<file path="src/rtl/ex_mem_pkg.sv">
// ex_mem_pkg
// Shared constants for the EX->MEM stage boundary:
//   - control bit positions inside the ctrl vector
//   - payload field offsets inside the data vector
//   - state encoding of the skid-buffered stage register, {main_valid, skid_valid}
package ex_mem_pkg;

    // Control vector bit positions
    localparam int CTRL_READMEM  = 0;
    localparam int CTRL_WRITEMEM = 1;
    localparam int CTRL_REGWRITE = 2;
    localparam int CTRL_W        = 3;

    // Payload field offsets: addr[15:0], din[31:16], quarter[33:32], wreg[38:34]
    localparam int ADDR_LSB = 0;
    localparam int DIN_LSB  = 16;
    localparam int QTR_LSB  = 32;
    localparam int WREG_LSB = 34;
    localparam int DATA_W   = 39;

    // State encoding is {main_valid, skid_valid}; 2'b01 is illegal
    localparam logic [1:0] ENC_EMPTY = 2'b00;
    localparam logic [1:0] ENC_ONE   = 2'b10;
    localparam logic [1:0] ENC_FULL  = 2'b11;

    typedef enum logic [1:0] {
        ST_EMPTY = ENC_EMPTY,
        ST_ONE   = ENC_ONE,
        ST_FULL  = ENC_FULL
    } state_e;

endpackage

</file>
<file path="src/rtl/ex_mem_skid_stage_sat_counter.sv">
// sat_counter
// Saturating up-counter with synchronous clear (clear wins over increment).
// Ports:
//   clk   - clock
//   rst   - asynchronous active-high reset, count -> 0
//   inc   - increment by one unless already at all-ones
//   clr   - synchronous clear to zero
//   count - current count value
module sat_counter #(
    parameter int W = 8
) (
    input  logic         clk,
    input  logic         rst,
    input  logic         inc,
    input  logic         clr,
    output logic [W-1:0] count
);

    logic [W-1:0] r_count;

    always_ff @(posedge clk or posedge rst) begin
        if (rst) begin
            r_count <= '0;
        end else if (clr) begin
            r_count <= '0;
        end else if (inc && (r_count != {W{1'b1}})) begin
            r_count <= r_count + {{(W-1){1'b0}}, 1'b1};
        end
    end

    assign count = r_count;

endmodule

</file>
<file path="src/rtl/ex_mem_skid_stage.sv">
// ex_mem_skid_stage
// EX->MEM pipeline register with valid/ready handshake and a 2-entry skid
// buffer. in_ready comes straight from the skid-valid state bit, so the
// upstream ready path never sees the downstream out_ready combinationally.
// Ports:
//   clk, rst                - clock, asynchronous active-high reset
//   in_valid/in_ready       - upstream handshake (in_ready registered)
//   in_ctrl/in_data         - control and payload from EX
//   flush                   - synchronous kill of all held entries
//   out_valid/out_ready     - downstream handshake
//   out_ctrl                - main ctrl masked by out_valid
//   out_data                - main payload, holds last value when invalid
//   clear_stats             - synchronous clear of stall_count
//   stall_count             - saturating count of out_valid & !out_ready cycles
module ex_mem_skid_stage #(
    parameter int DATA_W = ex_mem_pkg::DATA_W,
    parameter int CTRL_W = ex_mem_pkg::CTRL_W,
    parameter int CNT_W  = 8
) (
    input  logic              clk,
    input  logic              rst,
    input  logic              in_valid,
    output logic              in_ready,
    input  logic [CTRL_W-1:0] in_ctrl,
    input  logic [DATA_W-1:0] in_data,
    input  logic              flush,
    output logic              out_valid,
    input  logic              out_ready,
    output logic [CTRL_W-1:0] out_ctrl,
    output logic [DATA_W-1:0] out_data,
    input  logic              clear_stats,
    output logic [CNT_W-1:0]  stall_count
);

    import ex_mem_pkg::*;

    state_e            r_state;
    logic [DATA_W-1:0] r_main_data;
    logic [CTRL_W-1:0] r_main_ctrl;
    logic [DATA_W-1:0] r_skid_data;
    logic [CTRL_W-1:0] r_skid_ctrl;

    logic w_fire_in;
    logic w_fire_out;
    logic w_stall;

    // Valid bits are the state encoding bits themselves
    assign out_valid  = r_state[1];
    assign in_ready   = ~r_state[0];

    assign w_fire_in  = in_valid & in_ready;
    assign w_fire_out = out_valid & out_ready;
    assign w_stall    = out_valid & ~out_ready;

    always_ff @(posedge clk or posedge rst) begin
        if (rst) begin
            r_state     <= ST_EMPTY;
            r_main_data <= '0;
            r_main_ctrl <= '0;
            r_skid_data <= '0;
            r_skid_ctrl <= '0;
        end else if (flush) begin
            // Only the valid bits clear; payload registers keep their contents
            r_state <= ST_EMPTY;
        end else begin
            case (r_state)
                ST_EMPTY: begin
                    if (w_fire_in) begin
                        r_main_data <= in_data;
                        r_main_ctrl <= in_ctrl;
                        r_state     <= ST_ONE;
                    end
                end
                ST_ONE: begin
                    if (w_fire_in && w_fire_out) begin
                        r_main_data <= in_data;
                        r_main_ctrl <= in_ctrl;
                    end else if (w_fire_in) begin
                        // Downstream stalled: park the new entry behind main
                        r_skid_data <= in_data;
                        r_skid_ctrl <= in_ctrl;
                        r_state     <= ST_FULL;
                    end else if (w_fire_out) begin
                        r_state <= ST_EMPTY;
                    end
                end
                ST_FULL: begin
                    // in_ready is low here, so only the drain path exists
                    if (w_fire_out) begin
                        r_main_data <= r_skid_data;
                        r_main_ctrl <= r_skid_ctrl;
                        r_state     <= ST_ONE;
                    end
                end
                default: begin
                    // Unreachable encoding (skid valid without main); recover
                    r_state <= ST_EMPTY;
                end
            endcase
        end
    end

    // A bubble must never assert memory or register-write controls
    assign out_ctrl = r_main_ctrl & {CTRL_W{out_valid}};
    assign out_data = r_main_data;

    sat_counter #(
        .W (CNT_W)
    ) u_stall_cnt (
        .clk   (clk),
        .rst   (rst),
        .inc   (w_stall),
        .clr   (clear_stats),
        .count (stall_count)
    );

endmodule

</file>
<file path="config.mk">
export PLATFORM = sky130hd
export DESIGN_NAME = ex_mem_skid_stage
export DESIGN_NICKNAME = d
export VERILOG_FILES = /design/src/rtl/ex_mem_pkg.sv /design/src/rtl/ex_mem_skid_stage_sat_counter.sv /design/src/rtl/ex_mem_skid_stage.sv
export SDC_FILE = /design/constraint.sdc
export NUM_CORES = 1
export LEC_CHECK = 0
export ABC_AREA = 1
export CAP_MARGIN = 30
export CORE_MARGIN = 4
export CORE_UTILIZATION = 30
export DETAILED_ROUTE_END_ITERATION = 6
export GPL_TIMING_DRIVEN = 0
export SETUP_SLACK_MARGIN = 0.15
export SYNTH_ARGS = -nofsm -noshare
export SYNTH_HDL_FRONTEND = slang
export SYNTH_SLANG_ARGS = --single-unit
</file>
<file path="constraint.sdc">
create_clock -name clk -period 4.3 [get_ports clk]
set_clock_uncertainty 0.05 [all_clocks]
set_input_delay 1.075 -clock clk [delete_from_list [all_inputs] [get_ports clk]]
set_output_delay 1.075 -clock clk [all_outputs]
set_load 0.03 [all_outputs]
</file>
==> flow_metrics.tcl <==
set metrics [dict create \
    hold_viol 0 \
    io_pins 100 \
    cts_made_buffers 9 \
    pre_cts_ws_ns 1.524 \
    syn-num-nets 537 \
    slowest_delay_ns 0.67 \
    ant_nets 0 \
    fin_crit_sh_pct 67.38 \
    slew_viol_final 0 \
    syn_area_per_cell_sq_um 9.172 \
    relSlewSlack_pct 64.76 \
    worstSetupPathType "register to output port" \
    cts_root_buf "clkbuf_16" \
    grt_pass1_wl_um 18710 \
    routabilityCongestion 0.7842 \
    fin_cells 782 \
    fmax_mhz 345.2 \
    row_count 44 \
    die_area_sq_um 16810 \
    fin_crit_ns 2.897 \
    worstMarginPinSlew_ns 0.5286 \
    htreeDepth 3 \
    ir_drop_mv 0.3597 \
    rsz0062_at_grt "no" \
    diodes 0 \
    die_h_um 129.6 \
    synthCells 484 \
    r2r_slack_ns 2.30 \
    initial_utilization_pct 30.54 \
    critPathBufInv 2 \
    clk_pin_slew_ns 0.06 \
    cts_max_path_buffers 2 \
    yosysTopAreaCellShare_pct 52.99 \
    syn2layout_area_growth_pct 34.72 \
    cts_tree "done" \
    drc_errors 0 \
    final_cell_mix "nand2_1, clkdlybuf4s50_1, dfrtp_1, nand3_1, mux2i_1" \
    p_leak_nw 2.745 \
    dp.cells 768 \
    ctsResizeCount 0 \
    overflow 0 \
    crit_chain "nand2_1 -> inv_1 -> clkdlybuf4s50_1" \
    grt_pass1_vias 3658 \
    nets 648 \
    setup_ws_ns 1.403 \
    clock_latency_ns 0.34 \
    wirelength_um 11470 \
    total_power_mw 3.989 \
    start_kind "register" \
    ys_types 24 \
    finalSetupViolCount 0 \
    cts_setup_buffers 0 \
    maxCapViolCount 0 \
    power.density_cell_area_nw_per_um2 667.0 \
    antenna_found_initial 0 \
    yosysTopAreaCell "dfrtp_1" \
    hold_buffers 0 \
    syn_area_sq_um 4439 \
    wire_per_inst_um 14.67 \
    hold_class "register to register" \
    yosysWarnings 0 \
    io_buffer_count 99 \
    seq_area_frac_synth_pct 52.99 \
    ys_seq_elements 94 \
    via_per_inst 4.614 \
    via_count 3608 \
    grt.total_usage_pct 14.26 \
    core_sq_um 14530 \
    crit_family "buffers and inverters" \
    cp_slowest_cell "clkdlybuf4s50_1" \
    ys_top_cells_by_area "dfrtp_1, nand2_1, mux2i_1" \
    crit_required_ns 3.17 \
    final_common_cell "nand2_1" \
    grt_max_degree 55 \
    clock_sinks 94 \
    cp_max_fo 9 \
    cp.arrival_ns 1.77 \
    dr.pass1.iters 4 \
    drtIter0Drc 265 \
    outcome "completed" \
    place_hpwl_um 8240 \
    drive_gt1_share_pct 11.37 \
    cp-end-kind "output port" \
    dieWidth_um 129.6 \
]
[synth_stat cells]
library cell	n
nand2_1	165
dfrtp_1	94
nand3_1	47
mux2i_1	38
inv_1	23
o21ai_2	23
o21ai_1	20
nor2_1	16
o21ai_0	13
buf_2	12
buf_6	9
ha_1	5
a21oi_1	4
buf_4	2
clkbuf_1	2
inv_2	2
nand2_2	2
a21boi_0	1
a21oi_2	1
clkbuf_4	1
nand3_2	1
nand4_1	1
nor2_2	1
o22ai_1	1
[per-stage QoR]
step | hold WS [ns] | area, sq um | utilization, % | setup TNS, ns
2_1_floorplan | 0.3916 | 4439 | - | 0
3_3_place_gp | 0.4027 | 5660 | 38.95 | -77.54
3_5_place_dp | 0.4081 | 5690 | 39.15 | 0
4_1_cts | 0.4235 | 5981 | 41.15 | 0
5_1_grt | 0.4453 | 5981 | 41.15 | 0
6_report | 0.4208 | 5981 | 41.15 | 0
[registers in the layout, summed over array words and instances, names as in the netlist]
| signal | flops |
|---|---|
| u_stall_cnt.count | 8 |
| out_data | 39 |
| r_skid_data | 39 |
| r_main_ctrl | 3 |
| r_skid_ctrl | 3 |
| r_state | 2 |
[worst min-delay path: stages, from the launching register on]
cell and delay [ns]:
dfrtp_1 0.34, nand2_1 0.05, nand2_1 0.04
[routing by layer]
layer	up-vias	global-route usage (%)	wire [um]
li1	1796	-	-
met1	1722	18.40	5152
met2	75	23.23	5575
met3	15	3.916	563
met4	0	4.707	177
met5	-	0	0
[power by group]
part / switching (mW) / internal [mW] / total [mW]
clock network: 0.327 / 0.477 / 0.804
registers: 0.222 / 1.27 / 1.49
logic: 1.00 / 0.693 / 1.69
[final timing paths]
kind	startpoint	endpoint	depth (start not counted)
max	r_state[1]$_DFFE_PP0P_	out_ctrl[2]	3
min	r_skid_data[19]$_DFFE_PP0P_	r_skid_data[19]$_DFFE_PP0P_	2
max reg2reg	r_state[1]$_DFFE_PP0P_	out_data[29]$_DFFE_PP0P_	6
min reg2reg	r_skid_data[19]$_DFFE_PP0P_	r_skid_data[19]$_DFFE_PP0P_	2
max in group asynchronous	rst	u_stall_cnt.count[1]$_DFFE_PP0P_	3
min in group asynchronous	rst	out_data[5]$_DFFE_PP0P_	2
[kinds of logic after synthesis]
| kind of cell | share of synthesized area, % |
|---|---|
| AO/OA/AOI/OAI | 9.217 |
| adder cells (fa/ha/maj) | 1.409 |
| buffers and inverters | 6.426 |
| flip-flops | 52.99 |
| multiplexers | 8.568 |
| AND/OR/NAND/NOR | 21.39 |
[final cells by class]
type	count	area, sq um
Fill cell	1484	8553
Sequential cell	94	2352
Multi-Input combinational cell	339	1802
Timing Repair Buffer	100	1018
Clock buffer	13	260.3
Tap cell	184	230.2
Buffer	26	191.4
Inverter	25	96.34
Clock inverter	1	30.03
Power figures use the tool's default switching activity.
